<file path="config.mk">
export PLATFORM = sky130hd
export DESIGN_NAME = store_buffer_fwd
export DESIGN_NICKNAME = d
export VERILOG_FILES = /design/src/rtl/store_buffer_fwd.sv
export SDC_FILE = /design/constraint.sdc
export NUM_CORES = 2
export LEC_CHECK = 0
export BUFFER_PORTS_ARGS = -buffer_cell sky130_fd_sc_hd__clkbuf_2
export CAP_MARGIN = 30
export CORE_MARGIN = 1
export CORE_UTILIZATION = 55
export CTS_BUF_LIST = sky130_fd_sc_hd__clkbuf_8
export DETAILED_ROUTE_END_ITERATION = 6
export PLACE_DENSITY = 0.73
export SLEW_MARGIN = 20
export SYNTH_ARGS = -nofsm -noshare
export SYNTH_HDL_FRONTEND = slang
export SYNTH_SLANG_ARGS = --single-unit
</file>
<file path="constraint.sdc">
create_clock -name clk -period 20.1 [get_ports clk]
set_clock_uncertainty 0.15 [all_clocks]
set_input_delay 5.025 -clock clk [delete_from_list [all_inputs] [get_ports clk]]
set_output_delay 5.025 -clock clk [all_outputs]
set_load 0.02 [all_outputs]
</file>
<file path="src/rtl/store_buffer_fwd.sv">
// store_buffer_fwd: in-order store buffer between store commit and the
// data-memory write port. Coalesces byte writes into the youngest queued
// entry and forwards pending bytes to the load unit combinationally.
module store_buffer_fwd #(
    parameter  int ADDR_W = 32,
    parameter  int DATA_W = 32,
    parameter  int DEPTH  = 8,
    localparam int BE_W   = DATA_W / 8,
    localparam int CNT_W  = $clog2(DEPTH) + 1
) (
    input  logic              clk,
    input  logic              reset,
    // store commit side
    input  logic              st_valid,
    output logic              st_ready,
    input  logic [ADDR_W-1:0] st_addr,
    input  logic [DATA_W-1:0] st_data,
    input  logic [BE_W-1:0]   st_be,
    // load forwarding
    input  logic [ADDR_W-1:0] ld_addr,
    output logic [BE_W-1:0]   ld_be,
    output logic [DATA_W-1:0] ld_data,
    output logic              ld_hit,
    // memory write side
    output logic              mem_valid,
    input  logic              mem_ready,
    output logic [ADDR_W-1:0] mem_addr,
    output logic [DATA_W-1:0] mem_data,
    output logic [BE_W-1:0]   mem_be,
    // occupancy
    output logic [CNT_W-1:0]  count,
    output logic              empty,
    output logic              full
);

    localparam int OFS   = $clog2(BE_W);
    localparam int PTR_W = $clog2(DEPTH);
    localparam int WA_W  = ADDR_W - OFS;

    // Entry storage: word address, data, byte enables (not reset).
    logic [WA_W-1:0]   ent_addr [DEPTH];
    logic [DATA_W-1:0] ent_data [DEPTH];
    logic [BE_W-1:0]   ent_be   [DEPTH];

    logic [PTR_W-1:0]  head;
    logic [PTR_W-1:0]  tail;
    logic [PTR_W-1:0]  tail_m1;
    logic [CNT_W-1:0]  count_q;

    logic [WA_W-1:0]   st_word;
    logic [WA_W-1:0]   ld_word;
    logic              push_fire;
    logic              push_merge;
    logic              push_alloc;
    logic              pop_fire;

    logic [ADDR_W-1:0] head_addr;

    logic [PTR_W-1:0]  fwd_idx;
    logic [BE_W-1:0]   fwd_be;
    logic [DATA_W-1:0] fwd_data;

    // Status is derived from the registered count only.
    assign count    = count_q;
    assign empty    = (count_q == '0);
    assign full     = (count_q == CNT_W'(DEPTH));
    assign st_ready = !full;

    assign st_word  = st_addr[ADDR_W-1:OFS];
    assign ld_word  = ld_addr[ADDR_W-1:OFS];
    assign tail_m1  = tail - PTR_W'(1);

    // A store with no enabled bytes completes the handshake but stores nothing.
    // Merging needs at least two entries so the head (possibly being drained
    // this very cycle) is never modified.
    assign push_fire  = st_valid && st_ready && (st_be != '0);
    assign push_merge = push_fire && (count_q >= CNT_W'(2))
                        && (ent_addr[tail_m1] == st_word);
    assign push_alloc = push_fire && !push_merge;
    assign pop_fire   = !empty && mem_ready;

    // Pointer and occupancy registers.
    always_ff @(posedge clk or posedge reset) begin
        if (reset) begin
            head    <= '0;
            tail    <= '0;
            count_q <= '0;
        end else begin
            if (push_alloc)
                tail <= tail + PTR_W'(1);
            if (pop_fire)
                head <= head + PTR_W'(1);
            if (push_alloc && !pop_fire)
                count_q <= count_q + CNT_W'(1);
            else if (!push_alloc && pop_fire)
                count_q <= count_q - CNT_W'(1);
        end
    end

    // Entry write: allocate a new entry at tail or merge lanes into tail-1.
    always_ff @(posedge clk) begin
        if (push_alloc) begin
            ent_addr[tail] <= st_word;
            ent_data[tail] <= st_data;
            ent_be[tail]   <= st_be;
        end else if (push_merge) begin
            for (int unsigned b = 0; b < BE_W; b++) begin
                if (st_be[b])
                    ent_data[tail_m1][8*b +: 8] <= st_data[8*b +: 8];
            end
            ent_be[tail_m1] <= ent_be[tail_m1] | st_be;
        end
    end

    assign head_addr = ADDR_W'(ent_addr[head]) << OFS;

    // Head entry presentation; all zero while the buffer is empty.
    always_comb begin
        mem_valid = !empty;
        mem_addr  = '0;
        mem_data  = '0;
        mem_be    = '0;
        if (!empty) begin
            mem_addr = head_addr;
            mem_data = ent_data[head];
            mem_be   = ent_be[head];
        end
    end

    // Forwarding: walk entries oldest to youngest so younger bytes win per lane.
    always_comb begin
        fwd_idx  = '0;
        fwd_be   = '0;
        fwd_data = '0;
        for (int unsigned i = 0; i < DEPTH; i++) begin
            fwd_idx = head + PTR_W'(i);
            if ((CNT_W'(i) < count_q) && (ent_addr[fwd_idx] == ld_word)) begin
                for (int unsigned b = 0; b < BE_W; b++) begin
                    if (ent_be[fwd_idx][b]) begin
                        fwd_be[b]          = 1'b1;
                        fwd_data[8*b +: 8] = ent_data[fwd_idx][8*b +: 8];
                    end
                end
            end
        end
    end

    assign ld_be   = fwd_be;
    assign ld_data = fwd_data;
    assign ld_hit  = |fwd_be;

endmodule

</file>
-- Word level (Yosys, flattened, before mapping)
Memory sizes are Yosys's and may differ from the RTL's.
Cells that the tools add are included.
- memories: 3
- RAM bits: 528
- logic and storage cells: 176
- input port bits: 104
- output and inout bits: 113
- bits in registers: 10
- memories (name ; words ; width ; rd ports ; clocked after Yosys merged registers in ; wr ports ; RTL line ; text):
    ent_data ; 8 ; 32 ; 8 ; 0 ; 1 ; 42 ; logic [DATA_W-1:0] ent_data [DEPTH];
    ent_addr ; 8 ; 30 ; 9 ; 0 ; 1 ; 41 ; logic [WA_W-1:0] ent_addr [DEPTH];
    ent_be ; 8 ; 4 ; 9 ; 0 ; 1 ; 43 ; logic [BE_W-1:0] ent_be [DEPTH];
- $add $sub $neg: 11
- reductions and logical operators: 27
- equal/unequal tests: 10
- muxes and demuxes: 112
- order comparisons: 9
- bitwise operators: 1
- operators by type and width (operator ; number):
    32-bit 2-to-1 mux ; 11
    30-bit equality test ; 9
    8-bit 2-to-1 mux ; 32
    1-bit 2-to-1 mux ; 54
    4-bit 2-to-1 mux ; 13
    32-bit OR reduction ; 1
    1-bit logical AND ; 16
    3-bit by 4-bit < comparator with 1-bit output (first input constant) ; 4
    3-bit adder (second input constant) ; 4
    1-bit by 4-bit < comparator with 1-bit output (first input constant) ; 2
    2-bit by 4-bit < comparator with 1-bit output (first input constant) ; 2
    4-bit OR reduction ; 2
    3-bit by 1-bit adder with 3-bit output (second input constant) ; 2
    3-bit by 2-bit adder with 3-bit output (second input constant) ; 2
    3-bit 2-to-1 mux ; 2
    1-bit logical NOT ; 5
    4-bit by 1-bit adder with 4-bit output (second input constant) ; 1
    4-bit equality test (second input constant) ; 1
    4-bit by 2-bit >= comparator with 1-bit output (second input constant) ; 1
    4-bit logical NOT ; 1
    4-bit OR ; 1
    4-bit nonzero test ; 1
    4-bit by 1-bit subtractor with 4-bit output (second input constant) ; 1
    3-bit by 1-bit subtractor with 3-bit output (second input constant) ; 1
    2-bit nonzero test ; 1

-- Depth between registers and ports, before layout
An unclocked memory read counts as a cell.
- depth in word-level cells: 19
- gate-level depth with buffers: 25
- gate-level depth less buffers: 14

-- Worst setup path before layout
OpenSTA, ideal clock, no wires.
- path type: input port to output port
- from: in ld_addr[7]
- to: out ld_data[24]
- required time: 14925 ps
- stages: 13
- buffers on the path: 3
- arrival: 8143 ps
- path slack: 6782 ps
- path through: buf_1 > clkinv_1 > and2_1 > nor4_1 > and4b_1 > o2111ai_1 > or4_1 > buf_2 > or3_1 > clkbuf_2 > and3b_1 > o311ai_1 > a41oi_1
- word-level cells in the longest chain between the ends: 17
- elaborated cells on any way between the ends: 31
- classes of those cells: eq/ne (8); mux (15); reduce/logical (8)
- RTL lines (item ; RTL line ; text):
    from (decl) ; 20 ; input logic [ADDR_W-1:0] ld_addr,
    30-bit equality test ; 137 ; if ((CNT_W'(i) < count_q) && (ent_addr[fwd_idx] == ld_word)) begin
    1-bit logical AND ; 137 ;
    32-bit 2-to-1 mux ; 137 ;
    8-bit 2-to-1 mux ; 139 ; if (ent_be[fwd_idx][b]) begin
    32-bit 2-to-1 mux ; 137 ;
    8-bit 2-to-1 mux ; 139 ;
    32-bit 2-to-1 mux ; 137 ;
    8-bit 2-to-1 mux ; 139 ;
    32-bit 2-to-1 mux ; 137 ;
    8-bit 2-to-1 mux ; 139 ;
    32-bit 2-to-1 mux ; 137 ;
    8-bit 2-to-1 mux ; 139 ;
    32-bit 2-to-1 mux ; 137 ;
    8-bit 2-to-1 mux ; 139 ;
    32-bit 2-to-1 mux ; 137 ;
    8-bit 2-to-1 mux ; 139 ;
    32-bit 2-to-1 mux (*) ; 137 ;
    to (decl) ; 22 ; output logic [DATA_W-1:0] ld_data,
Every way passes the cells marked *; elsewhere a longest branch is shown, timed or not.

-- Worst setup path in the final report
- from: in ld_addr[22]
- to: out ld_data[24]
Same word-level chain as after synthesis.

==> results <==
- The power spent charging and discharging nets is 5.32 mW.
- The source-to-sink clock delay at the later pin of the worst-skew pair is 770 ps.
- In this run the register-to-register setup slack is 12760 ps.
- After synthesis, the cell types taking the most area are sky130_fd_sc_hd__edfxtp_1 33%, sky130_fd_sc_hd__mux4_2 30%, sky130_fd_sc_hd__mux2i_1 7.5%.
- The remaining number of nets flagged by the antenna check after routing is 0.
- The cell depth of the worst min-delay path is 1.
- The worst-case IR drop observed on VDD is 0.230 mV.
- The via count of the first global-routing pass came to 35570.
- The max capacitance violation total is 0.
- The number of max-slew violations in the final report is 0.
- The multi-input combinational cells in the finished layout cover a total of 0.0295 mm².
- The leakage power figure is 17.6 nW.
- The pin slew with the least headroom to its limit is 1130 ps.
- The die boundary width is 295 µm.
- Compared with the post-synthesis result, the final layout area differs by 8.42%.
- The worst setup path is launched from an input port.
- The sum of negative setup slack is 0 ps.
- The wire length after detailed routing is 181000 µm.
- The clock net in this run drives a total of 538 sinks.
- The total global-route track usage is 41.3%.
- During placement, the flow inserted port buffers numbering 210.
- The maximum root-to-sink buffer count is 3.
- For this configuration, the core starts out at a cell density of 55.6%.
- Static timing analysis puts the maximum clock frequency at 62.9 MHz.
- The setup path with the least slack is of type in2out.
- Global routing finished with a remaining overflow of 0.
- The global-route wire length before repair is 255000 µm.
- STA puts the critical path data required time at 14930 ps.
- After clock tree synthesis, the flow added hold-fix buffers numbering 0.
- The first detailed-routing pass took 6 iterations.
- The post-layout minimum cycle time is 15890 ps.
- Buffers inserted during clock tree synthesis total 88.
- The headroom to the max-slew limit is 24.0%.
- The part of the power in registers is 15.7%.
- Cells with a size suffix above 1 make up 32.3% of the layout.
- STA puts the critical path data arrival time at 10710 ps.
- The final layout net count is 3879.
- Entering global routing, the biggest net connects 137 pins.
- The flow ran to the end, and the final reports show no timing, DRC or antenna violations.
- The final weighted congestion of routability-driven global placement is 1.07.
- The area inside the core boundary is 0.0851 mm².
- The routed wirelength normalized by instance count is 36.2 µm.
- The TritonCTS clock tree is yes.
- The share of total power consumed by net switching is 50.6%.
- The vertical die dimension is 295 µm.
- The root buffer cell is sky130_fd_sc_hd__clkbuf_8.
- The area enclosed by the die boundary is 0.0873 mm².
- Of all flip-flops after synthesis, the portion carrying an async set or reset was 1.86%.
- After synthesis the netlist holds a flip-flop and latch count of 538.
- Setup violations remaining at the end of the flow were counted as 0.
- The commonest register cell after synthesis is sky130_fd_sc_hd__edfxtp_1.
- The routed layout has 38294 vias.
- Buffers added to address setup during post-CTS repair amount to 0.
- The class of the tightest hold or removal check is reg2reg.
- The worst min-delay path startpoint is count[0].
- The area share of the largest cell type after synthesis is 33.5%.
- The period utilization is 79.0%.
- sky130_fd_sc_hd__mux4_2 is the most common cell in the netlist.
- A synthesized cell averages 12.8 µm².
- Setup repair after global routing left no endpoint under its margin.
- Per report_power, the combinational group accounts for 73.4% of the total.
- Power spread over the standard cell area amounts to 205 mW/mm².
- The number of antenna violations at the first check in global routing is 18.
- CTS built an H-tree with a depth of 3.
- In this run the critical register-to-register path is captured at ent_addr[7][17].
- Synthesis handed over a netlist of 3693 instances.
- The total DRC errors in the routed layout is 0.
- The cell-internal power is 5.20 mW.
- Sequential cells were found to cover 34.0% of the synthesized design area.
- The worst setup path is captured at an output pin.
- The half-perimeter wire length after detailed placement is 128000 µm.
- The library cell occupying the most area in the post-synthesis netlist is sky130_fd_sc_hd__edfxtp_1.
- In this run the cell area of the synthesized design comes to 0.0473 mm².
- Row generation in the floorplan step produced 107 rows.
- During I/O placement, the number of pins put on the boundary was 217.
- Power comes to 10.5 mW.
- The number of vias per cell after detailed routing is 7.66.
- The number of different library cells in the post-synthesis netlist is 89.
- The total number of yosys warnings is 0.
- The number of resized instances in the post-cts repair step is 0.
- The number of cells on the worst reg-to-reg path is 15.
- The finished cells cover 0.0513 mm².
- The clock slew at the register clock pins of the worst setup and hold paths is 60 ps.
- For hold timing, the worst endpoint is count[0].
- The placed standard-cell area is 0.0491 mm².
- The register cell area after layout is 0.0161 mm².
- The total of fill cells in the finished design is 6588.
- The initial detailed-routing violation count is 5403.
- The part of the total power dissipated in the clock network is 11.0%.
- The hold violation count in the final report is 0.
- In this run the critical register-to-register path is launched from tail[0].
- The top fanout value on the critical path is 13.
- In the synthesized netlist, the cells that appear most often are 628 x sky130_fd_sc_hd__mux4_2, 528 x sky130_fd_sc_hd__edfxtp_1, 357 x sky130_fd_sc_hd__mux2i_1, 318 x sky130_fd_sc_hd__nand2_1, 249 x sky130_fd_sc_hd__nor2_1.
- In this run, synthesis inferred 528 flip-flops with an integrated enable.
==> cells by family (layout without fill, tap and decap cells) <==
family,Yosys count,after routing,share of synthesized area (%)
other,1,15,0.00792
muxes,1059,1059,39.3
AOI/OAI and AO/OA,573,573,9.02
DFF,538,538,34.0
adders and majority gates,9,9,0.238
buffers and inverters,391,536,4.18
and+or+nand+nor,895,895,9.01
xor gates and xnor gates,227,227,4.22
==> power by group through the flow <==
stage	Combinational (mW)	Clock [mW]	Sequential (mW)
3_3_place_gp	7.42	0	1.65
2_1_floorplan	5.51	0	1.53
6_report	7.72	1.16	1.65
5_1_grt	7.97	1.21	1.67
4_1_cts	7.51	1.17	1.64
3_5_place_dp	7.48	0	1.66
==> how the worst max path moves through the flow <==
| stage | from | endpoint | slack [ps] | depth (start not counted) |
|---|---|---|---|---|
| 6_report | ld_addr[22] | ld_data[24] | 4210 | 11 |
| 3_3_place_gp | ld_addr[24] | ld_data[24] | 4700 | 12 |
| 3_5_place_dp | ld_addr[24] | ld_data[24] | 4700 | 12 |
| 2_1_floorplan | ld_addr[7] | ld_data[24] | 6780 | 13 |
| 4_1_cts | ld_addr[24] | ld_data[24] | 4700 | 12 |
| 5_1_grt | ld_addr[24] | ld_data[24] | 4330 | 12 |
==> stage by stage <==
| step | hold slack, ps | utilization, % | setup slack, ps | cells |
|---|---|---|---|---|
| after CTS | 498 | 60.2 | 4700 | 4978 |
| after floorplan | 467 | - | 6780 | 3694 |
| after detailed placement | 489 | 57.7 | 4700 | 4815 |
| after global placement | 452 | 57.5 | 4700 | 4793 |
| after global routing | 535 | 60.3 | 4330 | 4990 |
| final | 501 | 60.3 | 4210 | 4996 |
==> worst max-delay path, stage by stage <==
cell	delay (ps)
sky130_fd_sc_hd__clkbuf_2	270
sky130_fd_sc_hd__xnor2_1	950
sky130_fd_sc_hd__nand4_1	630
sky130_fd_sc_hd__o22ai_1	320
sky130_fd_sc_hd__o2111ai_1	180
sky130_fd_sc_hd__a311oi_2	880
sky130_fd_sc_hd__nand2_1	860
sky130_fd_sc_hd__nor2_2	690
sky130_fd_sc_hd__o311ai_1	180
sky130_fd_sc_hd__a41oi_1	440
sky130_fd_sc_hd__clkbuf_2	260
==> metal layers <==
metal	GRT usage (%)	part of all wire (%)	vias up
met4	25.5	7.6	20
met5	0	0.064	-
met3	9.36	11	638
li1	-	-	15436
met2	65.0	46	2923
met1	52.0	35	19277
==> registers in the layout (all words and copies together) (netlist names) <==
| signal | cells |
|---|---|
| ent_be | 32 |
| ent_addr | 240 |
| tail | 3 |
| head | 3 |
| ent_data | 256 |
| count | 4 |
==> area by class of cell <==
class / instances / area share [%]
inverter: 54 / 0.405
tap: 1144 / 2.79
timing repair buffer: 319 / 3.83
sequential: 538 / 31.4
clock inverter: 71 / 1.63
clock buffer: 92 / 2.47
multi-input combinational: 2765 / 57.4
antenna: 13 / 0.0634
==> cell usage in the layout (no fill, tap or decap), types with 32 or more instances in the layout <==
master	synthesis	layout
sky130_fd_sc_hd__nor2_1	249	241
sky130_fd_sc_hd__clkbuf_8	0	92
sky130_fd_sc_hd__nand2_1	318	318
sky130_fd_sc_hd__a2111oi_0	39	39
sky130_fd_sc_hd__a21oi_1	59	59
sky130_fd_sc_hd__o21ai_0	66	66
sky130_fd_sc_hd__mux4_2	628	628
sky130_fd_sc_hd__nand3_1	32	32
sky130_fd_sc_hd__a31oi_1	33	33
sky130_fd_sc_hd__buf_4	49	92
sky130_fd_sc_hd__nor3_1	59	57
sky130_fd_sc_hd__inv_1	40	50
sky130_fd_sc_hd__mux2_2	70	70
sky130_fd_sc_hd__xnor2_1	199	196
sky130_fd_sc_hd__clkbuf_2	2	211
sky130_fd_sc_hd__mux2i_1	357	357
sky130_fd_sc_hd__nor4_1	33	32
sky130_fd_sc_hd__o22ai_1	72	72
sky130_fd_sc_hd__edfxtp_1	528	528
sky130_fd_sc_hd__o221ai_1	52	51
(Power assumes the default switching activity.)
